===== src/rtl/psram_port_sched.sv =====
// Three-port PSRAM access scheduler: MCU write, GB emulation read and LCD read
// share one PSRAM burst engine. Arbitration is round-robin, and an urgent GB
// read overrides it. Latency: request to strobe is 1 cycle; xPsramDone to port
// Done is 1 cycle. Backpressure: requests wait while xPsramReady=0 or while a
// transaction is held; only one transaction is outstanding and nothing queues.
//
// Ports:
//   xClk, xRstN                   clock, async active-low reset
//   xPsramReady, xPsramDone       controller idle / burst-complete pulse
//   xPsramReqRead/Write           one-cycle command strobes
//   xMemAddress, xBurstLength     held for the whole transaction
//   xMcu*/xGb*/xLcd*              per-port request, Active and Done
//   xTimeout                      watchdog abort pulse
// Optional feature: define PSRAM_SCHED_WATCHDOG_EN to abort a transaction that
// sees no xPsramDone within WD_CYCLES cycles. Otherwise xTimeout is always 0.
module psram_port_sched #(
    parameter int WD_CYCLES = 4096
) (
    input  logic        xClk,
    input  logic        xRstN,
    input  logic        xPsramReady,
    input  logic        xPsramDone,
    output logic        xPsramReqRead,
    output logic        xPsramReqWrite,
    output logic [31:0] xMemAddress,
    output logic [10:0] xBurstLength,
    input  logic        xMcuReqWrite,
    input  logic [31:0] xMcuAddress,
    input  logic [10:0] xMcuBurstLength,
    input  logic        xGbReqRead,
    input  logic        xGbUrgent,
    input  logic [31:0] xGbAddress,
    input  logic [10:0] xGbBurstLength,
    input  logic        xLcdReqRead,
    input  logic [31:0] xLcdAddress,
    input  logic [10:0] xLcdBurstLength,
    output logic        xMcuActive,
    output logic        xGbActive,
    output logic        xLcdActive,
    output logic        xMcuDone,
    output logic        xGbDone,
    output logic        xLcdDone,
    output logic        xTimeout
);

    if (WD_CYCLES < 2) begin : g_wd_bad
        $error("WD_CYCLES must be at least 2");
    end

    typedef enum logic [1:0] {IDLE, BUSY, FLUSH} state_t;

    state_t      state, state_nxt;
    logic [1:0]  ptr, ptr_nxt;
    logic [1:0]  grant, grant_nxt;
    logic [2:0]  active, active_nxt;
    logic [2:0]  done, done_nxt;
    logic        rd_stb, rd_nxt;
    logic        wr_stb, wr_nxt;
    logic        tmo, tmo_nxt;
    logic [31:0] addr, addr_nxt;
    logic [10:0] blen, blen_nxt;

    // Arbitration result
    logic        win_vld;
    logic [1:0]  win;
    logic [1:0]  c0, c1, c2;
    logic [2:0]  req;
    logic [31:0] win_addr;
    logic [10:0] win_len;

`ifdef PSRAM_SCHED_WATCHDOG_EN
    localparam logic [15:0] WD_LAST = 16'(WD_CYCLES - 1);
    logic [15:0] cnt, cnt_nxt;
`endif

    function automatic logic [1:0] inc3(input logic [1:0] v);
        return (v == 2'd2) ? 2'd0 : v + 2'd1;
    endfunction

    assign req = {xLcdReqRead, xGbReqRead, xMcuReqWrite};
    assign c0  = ptr;
    assign c1  = inc3(ptr);
    assign c2  = inc3(c1);

    always_comb begin
        win_vld = 1'b1;
        win     = c0;
        if (xGbReqRead && xGbUrgent) win = 2'd1;
        else if (req[c0])            win = c0;
        else if (req[c1])            win = c1;
        else if (req[c2])            win = c2;
        else                         win_vld = 1'b0;
    end

    always_comb begin
        case (win)
            2'd0:    begin win_addr = xMcuAddress; win_len = xMcuBurstLength; end
            2'd1:    begin win_addr = xGbAddress;  win_len = xGbBurstLength;  end
            default: begin win_addr = xLcdAddress; win_len = xLcdBurstLength; end
        endcase
    end

    always_comb begin
        state_nxt  = state;
        ptr_nxt    = ptr;
        grant_nxt  = grant;
        active_nxt = active;
        done_nxt   = 3'b000;
        rd_nxt     = 1'b0;
        wr_nxt     = 1'b0;
        tmo_nxt    = 1'b0;
        addr_nxt   = addr;
        blen_nxt   = blen;
`ifdef PSRAM_SCHED_WATCHDOG_EN
        cnt_nxt    = cnt;
`endif
        case (state)
            IDLE: begin
                if (xPsramReady && win_vld) begin
                    grant_nxt  = win;
                    addr_nxt   = win_addr;
                    blen_nxt   = win_len;
                    active_nxt = 3'b001 << win;
                    if (win_len == 11'd0) begin
                        // Nothing to transfer: skip the controller entirely.
                        state_nxt = FLUSH;
                    end else begin
                        state_nxt = BUSY;
                        wr_nxt    = (win == 2'd0);
                        rd_nxt    = (win != 2'd0);
`ifdef PSRAM_SCHED_WATCHDOG_EN
                        cnt_nxt   = 16'd0;
`endif
                    end
                end
            end
            BUSY: begin
                // FLUSH doubles as the one-cycle Done stage after xPsramDone.
                if (xPsramDone) begin
                    state_nxt = FLUSH;
                end
`ifdef PSRAM_SCHED_WATCHDOG_EN
                else if (cnt == WD_LAST) begin
                    tmo_nxt    = 1'b1;
                    done_nxt   = active;
                    active_nxt = 3'b000;
                    ptr_nxt    = inc3(grant);
                    state_nxt  = IDLE;
                end else begin
                    cnt_nxt = cnt + 16'd1;
                end
`endif
            end
            FLUSH: begin
                done_nxt   = active;
                active_nxt = 3'b000;
                ptr_nxt    = inc3(grant);
                state_nxt  = IDLE;
            end
            default: state_nxt = IDLE;
        endcase
    end

    always_ff @(posedge xClk or negedge xRstN) begin
        if (!xRstN) begin
            state  <= IDLE;
            ptr    <= 2'd0;
            grant  <= 2'd0;
            active <= 3'b000;
            done   <= 3'b000;
            rd_stb <= 1'b0;
            wr_stb <= 1'b0;
            tmo    <= 1'b0;
            addr   <= 32'd0;
            blen   <= 11'd0;
`ifdef PSRAM_SCHED_WATCHDOG_EN
            cnt    <= 16'd0;
`endif
        end else begin
            state  <= state_nxt;
            ptr    <= ptr_nxt;
            grant  <= grant_nxt;
            active <= active_nxt;
            done   <= done_nxt;
            rd_stb <= rd_nxt;
            wr_stb <= wr_nxt;
            tmo    <= tmo_nxt;
            addr   <= addr_nxt;
            blen   <= blen_nxt;
`ifdef PSRAM_SCHED_WATCHDOG_EN
            cnt    <= cnt_nxt;
`endif
        end
    end

    assign xPsramReqRead  = rd_stb;
    assign xPsramReqWrite = wr_stb;
    assign xMemAddress    = addr;
    assign xBurstLength   = blen;
    assign xMcuActive     = active[0];
    assign xGbActive      = active[1];
    assign xLcdActive     = active[2];
    assign xMcuDone       = done[0];
    assign xGbDone        = done[1];
    assign xLcdDone       = done[2];
`ifdef PSRAM_SCHED_WATCHDOG_EN
    assign xTimeout       = tmo;
`else
    assign xTimeout       = 1'b0;
`endif

endmodule

===== config.mk =====
export PLATFORM = sky130hd
export DESIGN_NAME = psram_port_sched
export DESIGN_NICKNAME = d
export VERILOG_FILES = /design/src/rtl/psram_port_sched.sv
export SDC_FILE = /design/constraint.sdc
export NUM_CORES = 1
export LEC_CHECK = 0
export ABC_AREA = 1
export CAP_MARGIN = 20
export CORE_MARGIN = 3
export CORE_UTILIZATION = 28
export DETAILED_ROUTE_END_ITERATION = 8
export MAX_ROUTING_LAYER = met4
export PLACE_DENSITY = 0.66
export SYNTH_ARGS = -nofsm -noshare
export SYNTH_HDL_FRONTEND = slang
export SYNTH_SLANG_ARGS = --single-unit

===== constraint.sdc =====
create_clock -name xClk -period 3.6 [get_ports xClk]
set_input_delay 0.54 -clock xClk [delete_from_list [all_inputs] [get_ports xClk]]
set_output_delay 0.54 -clock xClk [all_outputs]
set_load 0.01 [all_outputs]

# == Word level (Yosys, flattened, before mapping) ==
# Cells that the tools add are included.
# Widths: inputs -> output; s select.
# totals
elab_cells,66
ramBits,0
mem_count,0
inputBits,137
mem_bits_ro,0
latch_bits,0
output_inout_bits,52
register_bits,57
# classes
n_addsub,3
n_reduce_logical,10
n_mul,0
magnitude_cmp,3
muxes,32
eq_ne,8
bitwise_logic,0
div_mod_pow,0
n_shift,1
# op_table
op,count
$pmux 32 s2,1
$pmux 11 s2,1
$mux 2,10
$mux 1,13
$logic_not 11->1,1
$lt 2x3->1 const B,3
$eq 2x2->1 const B,4
$add 2x1->2 const B,3
$bmux 1 s2,3
$mux 3,2
$pmux 3 s2,1
$reduce_and 2->1,3
$eq 2x1->1 const B,2
$logic_not 2->1,2
$ne 2x2->1 const B,2
$pmux 2 s2,1
$reduce_bool 2->1,2
$shl 1x2->3 const A,1
$logic_and 1x1->1,2

# == Longest topological paths before layout ==
# Gate-level depths: netlist (run 1).
# logic_depth
ltp_word,16
depth_mapped,20
depth_no_buf,18

# == Least setup slack after synthesis (run 1) ==
# No wires, ideal clock.
# synth_path
path_kind,reg2reg
from,register ptr[0] (netlist: c0[0])
to,register state[0]
setup_ns,0.118
stages_incl_launch_ff,21
n_path_buf,2
path_slack_ns,1.621
synth_period_minus_slack_ns,1.979
t_arrival_ns,1.861
required_ns,3.482
cell_sequence,dfrtp_1 > buf_6 > nor2_2 > nand2_1 > nand2_1 > inv_1 > nand2_1 > nand2_1 > nand2_2 > nand2_4 > nand2_8 > inv_4 > buf_6 > nand2_2 > nand2_1 > nor2_2 > nand2_1 > nor2_2 > nand3_2 > nand2_1 > nand2_1
# synth_via
elab_chain_cells,16
elab_cells_between_ends,30
classes_between,2 x add/sub; 4 x eq/ne; 20 x mux; 4 x reduce/logical
# synth_lines
element,line_no,rtl
from (decl),53,"logic [1:0] ptr, ptr_nxt;"
from (signal assigned),181,ptr <= ptr_nxt;
$add 2x1->2 / $eq 2x2->1 (equally long branches),77,return (v == 2'd2) ? 2'd0 : v + 2'd1;
$mux 2,77,
$add 2x1->2 / $eq 2x2->1 (equally long branches),77,
$mux 2,77,
$bmux 1 s2,91,else if (req[c2]) win = c2;
$mux 1 (not written as such),91,
$mux 2,91,
$mux 2,90,else if (req[c1]) win = c1;
$mux 2,89,else if (req[c0]) win = c0;
$mux 2,88,if (xGbReqRead && xGbUrgent) win = 2'd1;
$eq 2x1->1 / $logic_not 2->1 (equally long branches),96,case (win)
$pmux 11 s2,96,
$logic_not 11->1,124,if (win_len == 11'd0) begin
$mux 2,124,
$mux 2,119,if (xPsramReady && win_vld) begin
$pmux 2 s2,117,case (state)
to (signal assigned),180,state <= state_nxt;
to (decl),52,"state_t state, state_nxt;"
# Several ways; a longest one is shown, not always the timed one. The select of a mux whose other input is x is not followed.
# A chain may end at the register's enable or synchronous reset.

# == Final worst setup path (run 1) ==
# layout_path
from,input xLcdReqRead
to,register rd_stb (netlist: xPsramReqRead)
# layout_via
elab_chain_cells,12
elab_cells_between_ends,23
classes_between,1 x eq/ne; 18 x mux; 4 x reduce/logical
# layout_lines
element,line_no,rtl
from (decl),34,"input logic xLcdReqRead,"
$bmux 1 s2,91,
$mux 1 (not written as such),91,
$mux 2,91,
$mux 2,90,
$mux 2,89,
$mux 2,88,
$eq 2x1->1 / $logic_not 2->1 (equally long branches),96,
$pmux 11 s2,96,
$logic_not 11->1,124,
$mux 1,124,
$mux 1 (*),119,
$mux 1 (*),117,
named net rd_nxt,57,"logic rd_stb, rd_nxt;"
to (signal assigned),185,rd_stb <= rd_nxt;
to (decl),57,
# The timed path passes the listed nets; every way through them passes the cells marked *. The select of a mux whose other input is x is not followed.

==> results of run 1 <==
cells in the mapped netlist, drive strengths merged:
library cell / count / share of area
nand3b: 1 / 0.0023
clkbuf: 7 / 0.0081
a31oi: 2 / 0.0039
o22ai: 2 / 0.0039
nand3: 24 / 0.047
nor2: 63 / 0.079
buf: 17 / 0.035
a21oi: 2 / 0.0077
conb: 1 / 0.0012
dfrtp: 57 / 0.44
nand2: 168 / 0.21
a41oi: 32 / 0.087
o211ai: 1 / 0.0023
inv: 32 / 0.039
o21ai: 16 / 0.025
o31ai: 1 / 0.0023
nand4: 1 / 0.0019
logic make-up after synthesis:
logic type,count (synthesis),share of synthesized area
simple gates,257,0.344
flops,57,0.442
compound gates,56,0.132
buf+inv,56,0.0817
other cells,1,0.00116
power by group through the flow:
| stage | registers [µW] | clock network, µW | logic [µW] |
|---|---|---|---|
| global placement | 1130 | 0 | 2870 |
| floorplan | 1240 | 0 | 1740 |
| detailed placement | 1140 | 0 | 2910 |
| CTS | 1130 | 1000 | 2920 |
| global route | 1170 | 1030 | 3220 |
| finish | 1130 | 979 | 2890 |
sequential cells by signal (all words and copies together) (netlist names):
signal,count
state,2
xMemAddress,32
xBurstLength,11
active,3
grant,2
c0,2
xPsramReqRead,1
done,3
xPsramReqWrite,1
through the flow:
stage | area (µm²) | util | instances | power [µW] | setup WS (ns)
2_1_floorplan | 3230 | - | 427 | 2970 | 1.62
3_3_place_gp | 5180 | 0.468 | 735 | 4000 | 0.751
3_5_place_dp | 5180 | 0.468 | 735 | 4050 | 0.645
4_1_cts | 5530 | 0.499 | 751 | 5060 | 0.975
5_1_grt | 5530 | 0.499 | 751 | 5430 | 0.743
6_report | 5530 | 0.499 | 751 | 5000 | 0.991
metal layers:
| layer | vias to the layer above | share of wire |
|---|---|---|
| met5 | - | 0 |
| met4 | 0 | 0.0070 |
| met3 | 4 | 0.050 |
| met2 | 109 | 0.54 |
| met1 | 1631 | 0.41 |
| li1 | 1749 | - |
worst reg2reg max path, delay by kind of cell, from the launching register on:
family	cells	cell delay, ns
DFF	1	0.50
and+or+nand+nor	15	1.44
buffers and inverters	1	0.35
cell type report:
cell class / instances / share of cell area
Clock buffer: 11 / 0.0439
Clock inverter: 5 / 0.0186
Inverter: 32 / 0.0226
Multi-Input combinational cell: 314 / 0.279
Sequential cell: 57 / 0.258
Tap cell: 140 / 0.0317
Timing Repair Buffer: 192 / 0.347
worst min path at each step:
stage          depth (start not counted)  slack [ns]                     endpoint                        start
3_3_place_gp                           2        0.47  xBurstLength[9]$_DFFE_PN0P_  xBurstLength[9]$_DFFE_PN0P_
2_1_floorplan                          0        0.24        active[0]$_DFFE_PN0P_                        xRstN
3_5_place_dp                           2        0.48  xBurstLength[9]$_DFFE_PN0P_  xBurstLength[9]$_DFFE_PN0P_
6_report                               1        0.23  xMemAddress[28]$_DFFE_PN0P_                        xRstN
5_1_grt                                1        0.28  xMemAddress[28]$_DFFE_PN0P_                        xRstN
4_1_cts                                1        0.24  xMemAddress[28]$_DFFE_PN0P_                        xRstN
==> flow_summary_export.csv, run 1 <==
group,metric,value,unit
logic_synthesis,ys_seq_elements,57,
routing,residual_drc,0,
timing,final.setup.tns,0,ns
clocking,holdBufCountCts,0,
timing,final_max_slew_viol_count,0,
power_and_ir_drop,cellLeakagePower,0.00236,µW
setup_path,worst_setup_path_startpoint,"xLcdReqRead",
run_status,run_status,"completed",
setup_path,critical_path_sink_type,"flip-flop",
clocking,h-tree-depth,3,
logic_synthesis,synthesized_net_count,564,
cells_and_area,finish.net_count,743,
place,gpl.final_weighted_congestion,0.841,
global_routing,grt_pass1_wl,17.4,mm
setup_path,endpoint,"xPsramReqRead$_DFF_PN0_",
timing,timing.hold.ws,0.226,ns
timing,post-route-period-util,0.725,
logic_synthesis,postSynthCellCount,427,
setup_path,crit_family,"simple AND/OR/NAND/NOR gates",
power_and_ir_drop,p_sw_frac,0.429,
timing,timing.final.crit_period,2.61,ns
place,port_buffers,187,
global_routing,grt_antenna_before_repair,0,
setup_path,critical-path-max-stage-delay,0.54,ns
place,hpwl_reported_at_the_end_of_detailed_placement,8.38,mm
setup_path,critPathSlowestCell,"sky130_fd_sc_hd__clkdlybuf4s50_1",
global_routing,grt_use_met3,0.0297,
setup_path,crit_top_cell,"sky130_fd_sc_hd__nand2_1",
power_and_ir_drop,pwr_density_cell,904,nW/µm²
cells_and_area,insertedDiodeCount,0,
floorplan,dieArea,12900,µm²
power_and_ir_drop,clock_power_share,0.196,
timing,hold_violations,0,
setup_path,critPathKind,"in2reg",
floorplan,design.portCount,189,
floorplan,dieHeight,113,µm
floorplan,core_region_area,11100,µm²
power_and_ir_drop,power.sequential.fraction,0.226,
timing,slew_headroom,0.606,
setup_path,reg2regPathDepth,16,
timing,total_setup_violations_reported_at_the_end_of_the_flow,0,
cells_and_area,nFillCells,1085,
routing,final_antenna_net_count,0,
setup_path,setup.worst_path.start_class,"input pin",
setup_path,r2r_end,"xPsramReqRead$_DFF_PN0_",
timing,finClkSkew,0.00758,ns
cells_and_area,area_delta_synth_final,71.1,%
routing,via_per_inst,4.65,
setup_path,cp.buffers_inverters,4,
timing,tightest_slew,0.592,ns
global_routing,number_of_global_route_vias_before_repair,3562,
routing,wl,10.8,mm
clocking,cts_repair_resize_count,0,
routing,drtIter0Drc,199,
setup_path,critPathArrivalTime,2.79,ns
clocking,worst_setup_hold_path_clk_slew,0.05,ns
logic_synthesis,cell_area_after_synthesis,3230,µm²
power_and_ir_drop,power.internal,2850,µW
clocking,number_of_clock_buffers_inserted_by_tritoncts,9,
setup_path,regToRegSetupSlack,1.16,ns
floorplan,floorplan.rows,38,
logic_synthesis,seq_area_frac_synth,0.442,
logic_synthesis,yosysWarningCount,0,
power_and_ir_drop,vdd_drop_max,0.316,mV
cells_and_area,regArea,1430,µm²
setup_path,cp_max_fo,41,
cells_and_area,multiInputGateArea,1540,µm²
global_routing,groute.layer.met2.usage,0.306,
clocking,clkSinkCount,57,
cells_and_area,drive_above_1_share,0.0835,
timing,unrepaired_setup_endpoints_after_global_routing,"false",
floorplan,fp.dieW,113,µm
setup_path,crit-reg2reg-launch,"c0[0]$_DFFE_PN0P_",
global_routing,grt_max_degree,42,
power_and_ir_drop,p_sw,2150,µW
timing,timing.fmax,383,MHz
clocking,clock_latency,0.31,ns
cells_and_area,layout_commonest_cell,"sky130_fd_sc_hd__clkdlybuf4s50_1",
setup_path,crit_path_cell_trace,"clkdlybuf4s50_1, inv_1, nand2_1, nand2_1, inv_1, nand2_1, nand2_1, nand2_2, nand2_4, nand2_8, inv_4, nand2_1, nand3_1, nand2_1, nor2_2, nand3_2, nand2_1, nor2_1",
floorplan,start_util,0.292,
clocking,cts_tree,"yes",
setup_path,path_depth,18,
global_routing,use_met1,0.204,
clocking,cts_setup_buffers,0,
power_and_ir_drop,power.combinational.fraction,0.578,
global_routing,overflow,0,
clocking,cts_root_buffer,"sky130_fd_sc_hd__clkbuf_16",
cells_and_area,highest_count_cells_in_the_layout_ignoring_fill_and_taps,"sky130_fd_sc_hd__clkdlybuf4s50_1 (186), sky130_fd_sc_hd__nand2_1 (157), sky130_fd_sc_hd__nor2_1 (58), sky130_fd_sc_hd__dfrtp_1 (57), sky130_fd_sc_hd__a41oi_1 (32)",
clocking,cts.path.max_buffers,2,
routing,dr.pass1.iters,4,
logic_synthesis,post_synth.cell_area_avg,7.57,µm²
setup_path,critical_path_required,3.78,ns
global_routing,global_route.usage.total,0.172,
routing,wl_per_cell,14.4,µm
routing,routed-via-count,3493,
run,timing.max_cap.violations,0,
global_routing,top_usage_layer,"met2",
worst_hold_path,timing.hold.worst.class,"in2async",
logic_synthesis,synth_cell_types,29,
Note: power is estimated with default switching activity, not from simulation.
==> inputs of run 2 (changes only) <==
==> constraint.sdc (replaced) <==
create_clock -name xClk -period 2.6 [get_ports xClk]
set_input_delay 0.39 -clock xClk [delete_from_list [all_inputs] [get_ports xClk]]
set_output_delay 0.39 -clock xClk [all_outputs]
set_load 0.01 [all_outputs]
==> flow_summary_export.csv, run 2 (synthesis gave the netlist of run 1 again) <==
group,metric,value,unit
run_status,run_status,"completed",
setup_path,crit_path_cell_trace,"nor2_2, nand2_1, nand2_1, inv_1, nand2_1, nand2_1, nand2_2, nand2_4, nand2_8, inv_4, nand2_1, nand2_1, nor2_1, nand2_1, nor2_1, nand3_2, nand2_1, nand2_1",
global_routing,global_route.usage.total,0.172,
cells_and_area,final-instance-count-excl-fill,755,
timing,timing.final.crit_period,2.25,ns
clocking,worst_setup_hold_path_clk_slew,0.05,ns
clocking,cts_setup_buffers,0,
routing,wl,10.7,mm
setup_path,crit_family,"simple AND/OR/NAND/NOR gates",
timing,final_max_slew_viol_count,0,
floorplan,start_util,0.292,
clocking,cts_tree,"yes",
timing,finClkSkew,0.00701,ns
setup_path,critPathArrivalTime,2.45,ns
setup_path,critPathKind,"reg2reg",
routing,drtIter0Drc,157,
global_routing,number_of_global_route_vias_before_repair,3598,
power_and_ir_drop,cellLeakagePower,0.00237,µW
floorplan,dieHeight,113,µm
cells_and_area,highest_count_cells_in_the_layout_ignoring_fill_and_taps,"sky130_fd_sc_hd__clkdlybuf4s50_1 (186), sky130_fd_sc_hd__nand2_1 (157), sky130_fd_sc_hd__nor2_1 (58), sky130_fd_sc_hd__dfrtp_1 (56), sky130_fd_sc_hd__a41oi_1 (32)",
routing,dr.pass1.iters,4,
setup_path,cp_max_fo,16,
floorplan,fp.dieW,113,µm
setup_path,critical-path-max-stage-delay,0.48,ns
global_routing,grt_antenna_before_repair,0,
global_routing,overflow,0,
timing,timing.fmax,444,MHz
cells_and_area,area_delta_synth_final,72.2,%
global_routing,grt_max_degree,40,
run,timing.max_cap.violations,0,
place,port_buffers,187,
cells_and_area,finish.net_count,747,
routing,residual_drc,0,
routing,via_per_inst,4.63,
setup_path,critical_path_required,2.80,ns
timing,hold_violations,0,
cells_and_area,layout_commonest_cell,"sky130_fd_sc_hd__clkdlybuf4s50_1",
cells_and_area,nFillCells,1066,
timing,post-route-period-util,0.867,
place,dp_cells,739,
power_and_ir_drop,pwr_density_cell,1240,nW/µm²
setup_path,cp.buffers_inverters,2,
cells_and_area,drive_above_1_share,0.0911,
power_and_ir_drop,vdd_drop_max,0.525,mV
clocking,clock_latency,0.31,ns
floorplan,floorplan.rows,38,
clocking,cts_root_buffer,"sky130_fd_sc_hd__clkbuf_16",
global_routing,grt_pass1_wl,17.5,mm
clocking,cts.path.max_buffers,2,
place,gpl.final_weighted_congestion,0.854,
timing,total_setup_violations_reported_at_the_end_of_the_flow,0,
setup_path,crit_top_cell,"sky130_fd_sc_hd__nand2_1",
timing,unrepaired_setup_endpoints_after_global_routing,"false",
timing,final.setup.tns,0,ns
worst_hold_path,timing.hold.worst.class,"in2async",
place,hpwl_reported_at_the_end_of_detailed_placement,8.38,mm
cells_and_area,largest_register_ff_count,32,
routing,final_antenna_net_count,0,
floorplan,design.portCount,189,
clocking,clkSinkCount,57,
clocking,h-tree-depth,3,
routing,routed-via-count,3498,
setup_path,setup.worst_path.start_class,"flip-flop",
floorplan,dieArea,12900,µm²
clocking,number_of_clock_buffers_inserted_by_tritoncts,9,
cells_and_area,insertedDiodeCount,0,
setup_path,critical_path_sink_type,"flip-flop",
timing,tightest_slew,0.635,ns
setup_path,critPathSlowestCell,"sky130_fd_sc_hd__dfrtp_2",
floorplan,core_region_area,11100,µm²
routing,wl_per_cell,14.2,µm
timing,slew_headroom,0.577,
run 2: cell count changes in the layout (fill, tap and decap cells not counted):
| cell | before | now |
|---|---|---|
| sky130_fd_sc_hd__buf_12 | 1 | 5 |
| sky130_fd_sc_hd__bufinv_16 | 3 | 1 |
| sky130_fd_sc_hd__clkbuf_8 | 1 | 0 |
| sky130_fd_sc_hd__clkinv_4 | 0 | 3 |
| sky130_fd_sc_hd__dfrtp_1 | 57 | 56 |
| sky130_fd_sc_hd__dfrtp_2 | 0 | 1 |
run 2: timing repair:
item                                    CTS  global route
hold buffers                              0             0
endpoints found under the setup margin    0             1
resized for setup                         0             1
run 2: metrics by stage:
stage	total power, µW	hold slack [ns]	worst slack (ns)	util	area [µm²]
6_report	6920	0.0977	0.346	0.502	5560
5_1_grt	7550	0.144	0.0634	0.502	5560
4_1_cts	7020	0.115	0.283	0.502	5560
3_5_place_dp	5830	0.452	0.0439	0.475	5260
3_3_place_gp	5760	0.443	0.112	0.475	5260
2_1_floorplan	4120	0.0944	0.621	-	3230
run 2: final timing paths:
check	start	endpoint	slack [ns]	cells after the start
worst max-delay path	c0[0]$_DFFE_PN0P_	state[0]$_DFFE_PN0P_	0.35	18
worst min-delay path	xRstN	xMemAddress[30]$_DFFE_PN0P_	0.1	1
worst max register to register	c0[0]$_DFFE_PN0P_	state[0]$_DFFE_PN0P_	0.35	18
worst min register to register	grant[1]$_DFFE_PN0P_	c0[0]$_DFFE_PN0P_	0.49	1
max in group asynchronous	xRstN	c0[0]$_DFFE_PN0P_	1.91	2
min in group xClk	grant[1]$_DFFE_PN0P_	c0[0]$_DFFE_PN0P_	0.49	1
run 2: per-layer routing:
layer,part of all wire,vias to the layer above,global-route usage
li1,-,1767,-
met1,0.42,1621,0.203
met2,0.52,100,0.305
met3,0.044,10,0.0281
met4,0.013,0,0.0481
met5,0,-,-
run 2: cell type report:
cell class / instances / area (µm²) / share of cell area
clock inverters: 6 / 68.8 / 0.0124
inverters: 32 / 125 / 0.0225
multi-input cells: 314 / 1540 / 0.277
repair buffers: 196 / 2000 / 0.359
well taps: 140 / 175 / 0.0315
flip-flops and latches: 57 / 1430 / 0.257
clock buffers: 10 / 229 / 0.0412
run 2: power breakdown:
part	internal, µW	switching [µW]	total [µW]
Clock	744	405	1150
Combinational	1820	2370	4200
Sequential	1320	259	1580
